**config.mk**
```make
export PLATFORM = sky130hd
export DESIGN_NAME = serial_add2b_ctrl_flat
export DESIGN_NICKNAME = d
export VERILOG_FILES = /design/src/rtl/serial_add2b_ctrl_pkg.sv /design/src/rtl/serial_add2b_ctrl_if.sv /design/src/rtl/serial_add2b_ctrl_add2b.sv /design/src/rtl/serial_add2b_ctrl.sv /design/src/flat_wrapper.sv
export SDC_FILE = /design/constraint.sdc
export NUM_CORES = 1
export LEC_CHECK = 0
export CORE_UTILIZATION = 55
export DETAILED_ROUTE_END_ITERATION = 6
export GPL_TIMING_DRIVEN = 1
export HOLD_SLACK_MARGIN = 0.05
export PLACE_DENSITY = 0.83
export SLEW_MARGIN = 20
export SYNTH_ARGS = -nofsm -noshare
export SYNTH_HDL_FRONTEND = slang
export SYNTH_SLANG_ARGS = --single-unit
```
**constraint.sdc**
```tcl
create_clock -name clk -period 4.3 [get_ports clk]
set_input_delay 0.86 -clock clk [delete_from_list [all_inputs] [get_ports clk]]
set_output_delay 0.86 -clock clk [all_outputs]
set_load 0.005 [all_outputs]
```
**src/rtl/serial_add2b_ctrl_pkg.sv**
```systemverilog
// Shared types for the serial two-bit adder controller.
// FSM state encoding, digit width and counter sizing helper.
package add_pkg;

  typedef enum logic [1:0] {
    IDLE = 2'd0,
    RUN  = 2'd1,
    DONE = 2'd2
  } state_t;

  localparam int DIGIT = 2;

  function automatic int clog2(input int n);
    int r;
    r = 0;
    for (int i = 0; i < 32; i++) begin
      if ((1 << r) < n) r++;
    end
    return r;
  endfunction

endpackage

```
**src/rtl/serial_add2b_ctrl_if.sv**
```systemverilog
// Request/result bundle of the serial adder controller.
// master: start/a/b/cin out, busy/done/sum/cout in; slave: reverse.
interface serial_add2b_ctrl_if #(
  parameter int WIDTH = 8
);
  logic             start;
  logic [WIDTH-1:0] a;
  logic [WIDTH-1:0] b;
  logic             cin;
  logic             busy;
  logic             done;
  logic [WIDTH-1:0] sum;
  logic             cout;

  modport master (
    output start, a, b, cin,
    input  busy, done, sum, cout
  );

  modport slave (
    input  start, a, b, cin,
    output busy, done, sum, cout
  );
endinterface

```
**src/rtl/serial_add2b_ctrl_add2b.sv**
```systemverilog
// Combinational two-bit ripple adder slice.
// Ports: x, y digits, cIn carry in; z digit sum, cOut carry out.
module add2b (
  input  logic [1:0] x,
  input  logic [1:0] y,
  input  logic       cIn,
  output logic [1:0] z,
  output logic       cOut
);
  logic [1:0] s0;
  logic [1:0] s1;

  assign s0 = {1'b0, x[0]} + {1'b0, y[0]}
            + {1'b0, cIn};
  assign s1 = {1'b0, x[1]} + {1'b0, y[1]}
            + {1'b0, s0[1]};
  assign z    = {s1[0], s0[0]};
  assign cOut = s1[1];
endmodule

```
**src/rtl/serial_add2b_ctrl.sv**
```systemverilog
// Sequences add2b over WIDTH/2 digits, LSB first, one per clock.
// Ports: clk, rst (async high), bus (slave: start/a/b/cin -> busy/done/sum/cout).
module serial_add2b_ctrl
  import add_pkg::*;
#(
  parameter int WIDTH = 8
) (
  input logic             clk,
  input logic             rst,
  serial_add2b_ctrl_if.slave bus
);
  localparam int ND = WIDTH / DIGIT;
  localparam int CL = clog2(ND);
  localparam int CW = (CL < 1) ? 1 : CL;

  if ((WIDTH % DIGIT) != 0 || WIDTH < DIGIT) begin : g_bad_width
    $error("serial_add2b_ctrl: WIDTH must be even and >= 2");
  end

  state_t           state_q, state_d;
  logic [WIDTH-1:0] sa_q, sa_d;
  logic [WIDTH-1:0] sb_q, sb_d;
  logic [WIDTH-1:0] ps_q, ps_d;
  logic [WIDTH-1:0] sum_q, sum_d;
  logic             c_q, c_d;
  logic             cout_q, cout_d;
  logic [CW-1:0]    cnt_q, cnt_d;
  logic [1:0]       z;
  logic             co;
  logic             last;
  logic             accept;

  add2b u_slice (
    .x    (sa_q[1:0]),
    .y    (sb_q[1:0]),
    .cIn  (c_q),
    .z    (z),
    .cOut (co)
  );

  assign last   = (cnt_q == CW'(ND - 1));
  assign accept = (state_q != RUN) && bus.start;

  always_ff @(posedge clk or posedge rst) begin
    if (rst) begin
      state_q <= IDLE;
    end else begin
      state_q <= state_d;
    end
  end

  always_comb begin
    state_d = state_q;
    unique case (1'b1)
      (state_q == IDLE): if (bus.start) state_d = RUN;
      (state_q == RUN):  if (last) state_d = DONE;
      (state_q == DONE): state_d = bus.start ? RUN : IDLE;
      default:           state_d = IDLE;
    endcase
  end

  always_comb begin
    bus.busy = (state_q == RUN);
    bus.done = (state_q == DONE);
    bus.sum  = sum_q;
    bus.cout = cout_q;
  end

  always_comb begin
    sa_d   = sa_q;
    sb_d   = sb_q;
    ps_d   = ps_q;
    c_d    = c_q;
    cnt_d  = cnt_q;
    sum_d  = sum_q;
    cout_d = cout_q;
    if (accept) begin
      sa_d  = bus.a;
      sb_d  = bus.b;
      c_d   = bus.cin;
      cnt_d = '0;
      ps_d  = '0;
    end else if (state_q == RUN) begin
      sa_d  = sa_q >> DIGIT;
      sb_d  = sb_q >> DIGIT;
      // new digit enters at the top so the LSB digit ends at bit 0
      ps_d  = (ps_q >> DIGIT)
            | (WIDTH'(z) << (WIDTH - DIGIT));
      c_d   = co;
      cnt_d = cnt_q + CW'(1);
      if (last) begin
        sum_d  = ps_d;
        cout_d = co;
      end
    end
  end

  always_ff @(posedge clk or posedge rst) begin
    if (rst) begin
      sa_q   <= '0;
      sb_q   <= '0;
      ps_q   <= '0;
      c_q    <= 1'b0;
      cnt_q  <= '0;
      sum_q  <= '0;
      cout_q <= 1'b0;
    end else begin
      sa_q   <= sa_d;
      sb_q   <= sb_d;
      ps_q   <= ps_d;
      c_q    <= c_d;
      cnt_q  <= cnt_d;
      sum_q  <= sum_d;
      cout_q <= cout_d;
    end
  end
endmodule

```
**src/flat_wrapper.sv**
```systemverilog
// flat-port wrapper written by rule: the top's interface ports become plain ports
module serial_add2b_ctrl_flat import add_pkg::*;
#(
  parameter int WIDTH = 8
)
  (clk, rst, bus_start, bus_a, bus_b, bus_cin, bus_busy, bus_done, bus_sum, bus_cout);
  serial_add2b_ctrl_if #(.WIDTH(WIDTH)) bus_i ();
  input logic clk;
  input logic rst;
  input wire logic [$bits(bus_i.start)-1:0] bus_start;
  input wire logic [$bits(bus_i.a)-1:0] bus_a;
  input wire logic [$bits(bus_i.b)-1:0] bus_b;
  input wire logic [$bits(bus_i.cin)-1:0] bus_cin;
  output wire logic [$bits(bus_i.busy)-1:0] bus_busy;
  output wire logic [$bits(bus_i.done)-1:0] bus_done;
  output wire logic [$bits(bus_i.sum)-1:0] bus_sum;
  output wire logic [$bits(bus_i.cout)-1:0] bus_cout;
  assign bus_i.start = bus_start;
  assign bus_i.a = bus_a;
  assign bus_i.b = bus_b;
  assign bus_i.cin = bus_cin;
  assign bus_busy = bus_i.busy;
  assign bus_done = bus_i.done;
  assign bus_sum = bus_i.sum;
  assign bus_cout = bus_i.cout;
  serial_add2b_ctrl #(.WIDTH(WIDTH)) u_core (.clk(clk), .rst(rst), .bus(bus_i));
endmodule
```
**After elaboration in Yosys (flattened, before gate mapping)**

Cells that the tools add are included.

- Logic and storage cells: 40
- Register bits after elaboration: 38
- Output and inout port bits: 11
- Bits of input ports: 20

- Reductions and logical operators: 5
- Muxes and demuxes: 14
- Bitwise gates (word level): 2
- Equal/unequal tests: 6
- $add $sub $neg: 5

Operators by type and width:

| cell | count |
|---|---|
| 8-bit two-way mux | 6 |
| 2-bit two-way mux | 4 |
| 6-bit by 8-bit OR with 8-bit output | 1 |
| 2-bit one-hot mux with 3 select lines | 1 |
| 1-bit by 1-bit adder with 2-bit output | 2 |
| 2-bit by 1-bit adder with 2-bit output | 2 |
| 2-bit == test, second input constant | 2 |
| 2-bit by 1-bit != test with 1-bit output, second input constant | 2 |
| 1-bit two-way mux | 3 |
| 3-bit AND reduction | 1 |
| 2-bit by 1-bit adder with 2-bit output, second input constant | 1 |
| 2-bit by 1-bit == test with 1-bit output, second input constant | 1 |
| 2-bit logical NOT | 1 |
| 2-bit != test, second input constant | 1 |
| 2-bit AND reduction | 1 |
| 2-bit nonzero test | 1 |
| 1-bit logical AND | 1 |
| 1-bit NOT | 1 |

**Logic depth before layout (Yosys ltp)**

Gate-level depths: netlist of the first run.

- Word-level depth: 6
- Depth in mapped cells: 5
- Mapped depth without buffers: 4

**By module**

A second synthesis of the first run with hierarchy kept.

- Cell total of the unflattened synthesis: 121
- Area, all modules: 1734.2 sq um

Modules (own cells, without submodules):

| module | area an instance (sq um) | times used | cells each | sequential area each (sq um) |
|---|---|---|---|---|
| serial_add2b_ctrl | 1664.1 | 1 | 111 | 900.9 |
| add2b | 70.1 | 1 | 10 | 0.0 |

**Worst setup path before layout of the first run**

No wires, ideal clock.

- Path type: register to output
- Start point: reg u_core.state_q[1]
- End point: out bus_busy
- Arrival: 0.917 ns
- Path buffers: 2
- Slack: 2.523 ns
- Required time: 3.440 ns
- Cell stages (with the launch flop): 5
- Cell sequence: dfrtp_1 -> nand2b_1 -> clkbuf_2 -> buf_4 -> inv_1

- Longest elaborated chain between the ends: 1

Ends and longest elaborated chain:

| what | line | RTL |
|---|---|---|
| start, declared | serial_add2b_ctrl.sv:20 | `state_t state_q, state_d;` |
| start signal, assigned | serial_add2b_ctrl.sv:48 | `state_q <= state_d;` |
| 2-bit by 1-bit == test with 1-bit output | serial_add2b_ctrl.sv:63 | `bus.busy = (state_q == RUN);` |
| end, declared | flat_wrapper.sv:14 | `output wire logic [$bits(bus_i.busy)-1:0] bus_busy;` |

Every way passes these cells.

**Worst setup path after layout of the first run**

Same ends and word-level chain as after synthesis.

==> results of run 1 <==
==> cells by family (layout without fill, tap and decap cells) <==
kind of cell	count (synthesis)	in the layout	synth area share
mux	47	47	0.330
flops	36	36	0.530
buf+inv	16	49	0.0530
simple gates	15	15	0.0522
fa+ha+maj	3	3	0.0309
compound gates	1	1	0.00368
==> cells in the final DEF (no fill, tap or decap) <==
cell	instances
and2b_1	3
buf_4	3
clkbuf_1	1
clkbuf_4	5
clkdlybuf4s50_1	30
clkinv_2	1
dfrtp_1	36
fa_1	2
ha_1	1
inv_1	9
mux2_2	25
mux2_4	12
mux2i_1	10
nand2b_1	3
nand3b_1	1
nor2_1	4
nor2b_1	4
o22ai_1	1
==> metrics by stage <==
step | utilization | setup slack (ns) | cells | power [uW]
after floorplan | - | 2.52 | 118 | 978
after global placement | 0.703 | 1.50 | 175 | 1130
after detailed placement | 0.703 | 1.44 | 175 | 1170
after CTS | 0.719 | 1.58 | 182 | 1330
after global routing | 0.719 | 1.48 | 182 | 1420
final | 0.719 | 1.61 | 182 | 1320
==> power by group <==
group	leakage, uW	switching, uW	internal, uW	total, uW
combinational	0.000519	211	365	576
sequential	0.000458	87.5	489	577
clock	0.0000281	104	60.2	164
==> registers in the layout, summed over array words and instances (netlist names) <==
signal and flops:
u_core.sb_q 8, u_core.cnt_q 2, u_core.c_q 1, u_core.ps_q 6, u_core.bus.cout 1, u_core.bus.sum 8
u_core.state_q 2, u_core.sa_q 8
==> layout make-up <==
cell class	instances	area, um2	share of cell area
inverters	9	33.8	0.0165
flip-flops and latches	36	901	0.439
clock inverters	1	5.00	0.00244
clock buffers	6	41.3	0.0201
multi-input cells	66	709	0.346
well taps	31	38.8	0.0189
repair buffers	33	323	0.157
==> per-layer routing <==
metal,GRT usage,wire [um]
met1,0.222,1110
met5,0,0
met2,0.344,1450
met3,0.0680,116
met4,0.0627,44
==> how the worst max path moves through the flow <==
stage	start	to	depth (start not counted)
after CTS	u_core.state_q[1]	bus_busy	4
after global routing	u_core.state_q[1]	bus_busy	4
after global placement	bus_start	u_core.cnt_q[1]	4
final	u_core.state_q[1]	bus_busy	4
after floorplan	u_core.state_q[1]	bus_busy	4
after detailed placement	bus_start	u_core.cnt_q[1]	4
==> impl_metrics.py, run 1 <==
metrics = {
    "setup_path": {
        "crit_slowest_cell": "clkdlybuf4s50_1",
        "type_of_the_setup_path_with_the_least_slack": "flop to output port",
        "worst-path-max-fanout": 23,
        "critical_path_cell_by_cell": "nand2b_1 > buf_4 > inv_1 > clkdlybuf4s50_1",
        "timing.critical_path.slowest_cell_delay_ns": 0.53,
        "reg2regPathDepth": 4,
        "critical_path.reg2reg.endpoint": "u_core.bus.sum[7]",
        "critPathRequiredTime_ns": 3.44,
        "setup.worst_path.end_class": "output port",
        "gate_family_responsible_for_the_most_delay_along_the_worst_path": "buffers and inverters",
        "worstPathArrival_ns": 1.83,
        "setup.reg_to_reg.worst_slack_ns": 2.73,
        "cp_num_buf_inv": 3,
        "cp-start-kind": "flop",
        "reg2reg_from": "u_core.c_q",
    },
    "route": {
        "detailroute.via_count": 974,
        "wl_per_cell_um": 15.0,
        "drc": 0,
        "firstDrtPassIters": 4,
        "via_per_inst": 5.35,
        "drtAntennaViolNets": 0,
        "routed_wirelength_um": 2730,
        "drt_iter0_drc": 22,
    },
    "sta": {
        "final-hold-violation-count": 0,
        "worstMarginPinSlew_ns": 1.01,
        "clock.fmax_mhz": 372,
        "timing_max_transition_violations_final": 0,
        "max-slew-margin-rel": 0.324,
        "final-setup-viol-count": 0,
        "final.setup_skew_ns": 0.0102,
        "fin_setup_tns_ns": 0,
        "fin_crit_period_ns": 2.69,
        "grt_setup_unrepaired": "no",
        "hold-worst-slack_ns": 0.507,
        "period_utilisation_layout": 0.625,
    },
    "yosys": {
        "syn_nets": 141,
        "synth.ff_latch_count": 36,
        "synth.distinct_cells": 18,
        "syn_area_um2": 1700,
        "ys_seq_area_frac": 0.530,
        "post_synth_most_frequent_cells": "36 x dfrtp_1, 25 x mux2_2, 12 x mux2_4, 10 x mux2i_1, 9 x inv_1",
        "yosys.area.top_type_share": 0.530,
        "mean_area_per_synthesized_cell_um2": 14.4,
        "netlist_top_cells_area": "dfrtp_1 53%, mux2_2 17%, mux2_4 11%",
        "synth_enable_flop_cells": 0,
        "synth_top_area_cell": "dfrtp_1",
        "ys_warn_count": 0,
        "synthesis.instances": 118,
        "postSynth.asyncResetShare": 1.00,
        "synth.most_common_cell": "dfrtp_1",
        "yosys_most_used_dff": "dfrtp_1",
    },
    "floorplanning": {
        "dieHeight_um": 57.6,
        "die-area_um2": 3320,
        "top_ports": 31,
        "die_width_um": 57.6,
        "placementRows": 19,
        "core_area_um2": 2850,
        "start_util": 0.596,
    },
    "cts": {
        "cts_post_setup_buffers_inserted": 0,
        "clock_tree_from_tritoncts": "yes",
        "clk_pin_slew_worst_paths_ns": 0.10,
        "cts-hold-fix-buffers": 0,
        "numClockSinks": 36,
        "cts_inserted_buffers": 5,
        "clock-root-buffer": "clkbuf_4",
        "cts-root-to-sink-buffers": 2,
        "clk-insertion-delay-late_ns": 0.34,
        "cts_resized": 0,
        "cts-htree-levels": 2,
    },
    "placed_design": {
        "post_dp_cell_area_um2": 2010,
        "dpl.hpwl_um": 1960,
        "port_buffers": 30,
        "finalWeightedCongestion": 0.680,
    },
    "global_routing": {
        "grt_start_max_net_pins": 37,
        "groute.usage.overall": 0.196,
        "vias_in_the_first_global_route": 1064,
        "grt_antenna_before_repair": 0,
        "grt_pass1_wl_um": 4710,
        "grt-ovfl-total": 0,
    },
    "power": {
        "vdd.ir_drop.worst_v": 0.000406,
        "static-leakage-power_uw": 0.00101,
        "power.density_cell_area_nw_per_um2": 642,
    },
    "cells_and_area": {
        "final_nets": 174,
        "share_of_layout_cells_above_drive_strength_1": 0.305,
        "antennaDiodeCount": 0,
        "n_fill_cell": 213,
        "design_area_um2": 2050,
        "area.growth.synth_to_final_pct": 20.7,
    },
    "hold_path": {
        "hold_path_startpoint": "u_core.sb_q[6]",
        "worst_hold_path_type": "flop to flop",
        "holdPathStages": 1,
        "whs_endpoint": "u_core.sb_q[4]",
    },
    "status": {
        "run_status": "finished, final reports clean",
    },
    "job": {
        "max_cap_violations": 0,
    },
}
Power figures use the tool's default switching activity.
==> run 2: changes to the inputs <==
--- a/config.mk
+++ b/config.mk
@@ -5,11 +5,11 @@
 export SDC_FILE = /design/constraint.sdc
 export NUM_CORES = 1
 export LEC_CHECK = 0
-export CORE_UTILIZATION = 55
+export CORE_UTILIZATION = 46
 export DETAILED_ROUTE_END_ITERATION = 6
 export GPL_TIMING_DRIVEN = 1
 export HOLD_SLACK_MARGIN = 0.05
-export PLACE_DENSITY = 0.83
+export PLACE_DENSITY = 0.74
 export SLEW_MARGIN = 20
 export SYNTH_ARGS = -nofsm -noshare
 export SYNTH_HDL_FRONTEND = slang
==> constraint.sdc (replaced) <==
create_clock -name clk -period 2.4 [get_ports clk]
set_input_delay 0.48 -clock clk [delete_from_list [all_inputs] [get_ports clk]]
set_output_delay 0.48 -clock clk [all_outputs]
set_load 0.005 [all_outputs]
==> impl_metrics.py, run 2 (synthesis gave the netlist of run 1 again) <==
metrics = {
    "cells_and_area": {
        "n_fill_cell": 295,
        "final_nets": 174,
        "layout.area.seq_um2": 901,
        "multiInputGateArea_um2": 709,
        "antennaDiodeCount": 0,
        "commonest_cells_after_routing_fill_and_taps_aside": "36 x dfrtp_1, 30 x clkdlybuf4s50_1, 25 x mux2_2",
        "final_cells": 197,
        "most_common_cell_after_layout_fill_and_taps_aside": "dfrtp_1",
        "share_of_layout_cells_above_drive_strength_1": 0.305,
        "area.growth.synth_to_final_pct": 24.4,
    },
    "route": {
        "wl_per_cell_um": 13.0,
        "drtAntennaViolNets": 0,
        "drc": 0,
        "firstDrtPassIters": 4,
        "detailroute.via_count": 956,
        "drt_iter0_drc": 16,
        "via_per_inst": 4.85,
        "routed_wirelength_um": 2560,
    },
    "placed_design": {
        "port_buffers": 30,
        "finalWeightedCongestion": 0.697,
        "dpl.hpwl_um": 1790,
        "placed_cells": 190,
    },
    "global_routing": {
        "grt_pass1_wl_um": 4660,
        "grt_antenna_before_repair": 0,
        "grt-ovfl-total": 0,
        "groute.usage.overall": 0.157,
        "grt_start_max_net_pins": 37,
        "vias_in_the_first_global_route": 1049,
    },
    "sta": {
        "period_utilisation_layout": 0.841,
        "grt_setup_unrepaired": "no",
        "clock.fmax_mhz": 495,
        "worstMarginPinSlew_ns": 0.484,
        "max-slew-margin-rel": 0.677,
        "final-hold-violation-count": 0,
        "fin_crit_period_ns": 2.02,
        "final.setup_skew_ns": 0.00470,
        "timing_max_transition_violations_final": 0,
        "final-setup-viol-count": 0,
        "fin_setup_tns_ns": 0,
    },
    "setup_path": {
        "setup.worst_path.end_class": "output port",
        "type_of_the_setup_path_with_the_least_slack": "flop to output port",
        "worstPathArrival_ns": 1.54,
        "critPathRequiredTime_ns": 1.92,
        "worst-path-max-fanout": 5,
        "cp-start-kind": "flop",
    },
    "cts": {
        "clock-root-buffer": "clkbuf_8",
        "cts_post_setup_buffers_inserted": 0,
        "clk_pin_slew_worst_paths_ns": 0.06,
        "cts-hold-fix-buffers": 0,
        "clk-insertion-delay-late_ns": 0.28,
        "cts-root-to-sink-buffers": 2,
        "cts_inserted_buffers": 5,
        "cts-htree-levels": 2,
        "cts_resized": 0,
        "numClockSinks": 36,
        "clock_tree_from_tritoncts": "yes",
    },
    "job": {
        "max_cap_violations": 0,
    },
    "hold_path": {
        "worst_hold_path_type": "flop to flop",
    },
    "floorplanning": {
        "top_ports": 31,
        "die_width_um": 62.8,
        "dieHeight_um": 62.8,
        "die-area_um2": 3940,
        "start_util": 0.494,
        "core_area_um2": 3440,
        "placementRows": 21,
    },
    "power": {
        "vdd.ir_drop.worst_v": 0.000711,
        "power.density_cell_area_nw_per_um2": 1150,
        "static-leakage-power_uw": 0.00102,
    },
    "status": {
        "run_status": "finished, final reports clean",
    },
}
[run 2: worst paths after layout]
| kind | slack (ns) | start | cells after the start | end |
|---|---|---|---|---|
| worst max-delay path | 0.38 | u_core.state_q[1] | 3 | bus_busy |
| worst min-delay path | 0.49 | u_core.cnt_q[0] | 1 | u_core.cnt_q[0] |
| worst max register to register | 0.86 | u_core.c_q | 4 | u_core.bus.sum[7] |
| worst min register to register | 0.49 | u_core.cnt_q[0] | 1 | u_core.cnt_q[0] |
| max in group asynchronous | 1.50 | rst | 3 | u_core.sa_q[3] |
| min in group asynchronous | 0.58 | rst | 3 | u_core.sb_q[7] |
[run 2: through the flow]
step | cell area, um2 | worst slack (ns) | total power (uW) | hold WS (ns) | util
after global placement | 2040 | 0.499 | 2030 | 0.469 | 0.592
after global routing | 2110 | 0.289 | 2630 | 0.523 | 0.614
after detailed placement | 2040 | 0.470 | 2080 | 0.486 | 0.592
after floorplan | 1700 | 0.946 | 1750 | 0.453 | -
final | 2110 | 0.381 | 2440 | 0.493 | 0.614
after CTS | 2110 | 0.358 | 2480 | 0.498 | 0.614
[run 2: layout make-up]
cell class	count	share of cell area
tap	46	0.0272
multi-input combinational	66	0.336
inverter	9	0.0160
clock inverter	1	0.00237
clock buffer	6	0.0343
sequential	36	0.426
timing repair buffer	33	0.159
[run 2: layer usage]
layer  track usage  vias up  wire (um)
li1              -      459          -
met1         0.182      464       1110
met2         0.261       25       1270
met3        0.0383        8        108
met4        0.0959        0         66
met5             0        -          0
[run 2: power by group]
| group | total, uW | internal (uW) | switching (uW) | leakage [uW] |
|---|---|---|---|---|
| Combinational | 1020 | 655 | 368 | 0.000524 |
| Sequential | 1030 | 879 | 147 | 0.000458 |
| Clock | 389 | 197 | 192 | 0.0000410 |
| Total | 2440 | 1730 | 707 | 0.00102 |
[run 2: worst max-delay path: stages, from the launching register on]
cell	delay (ns)
dfrtp_1	0.39
nand2b_1	0.18
inv_1	0.15
clkdlybuf4s50_1	0.53
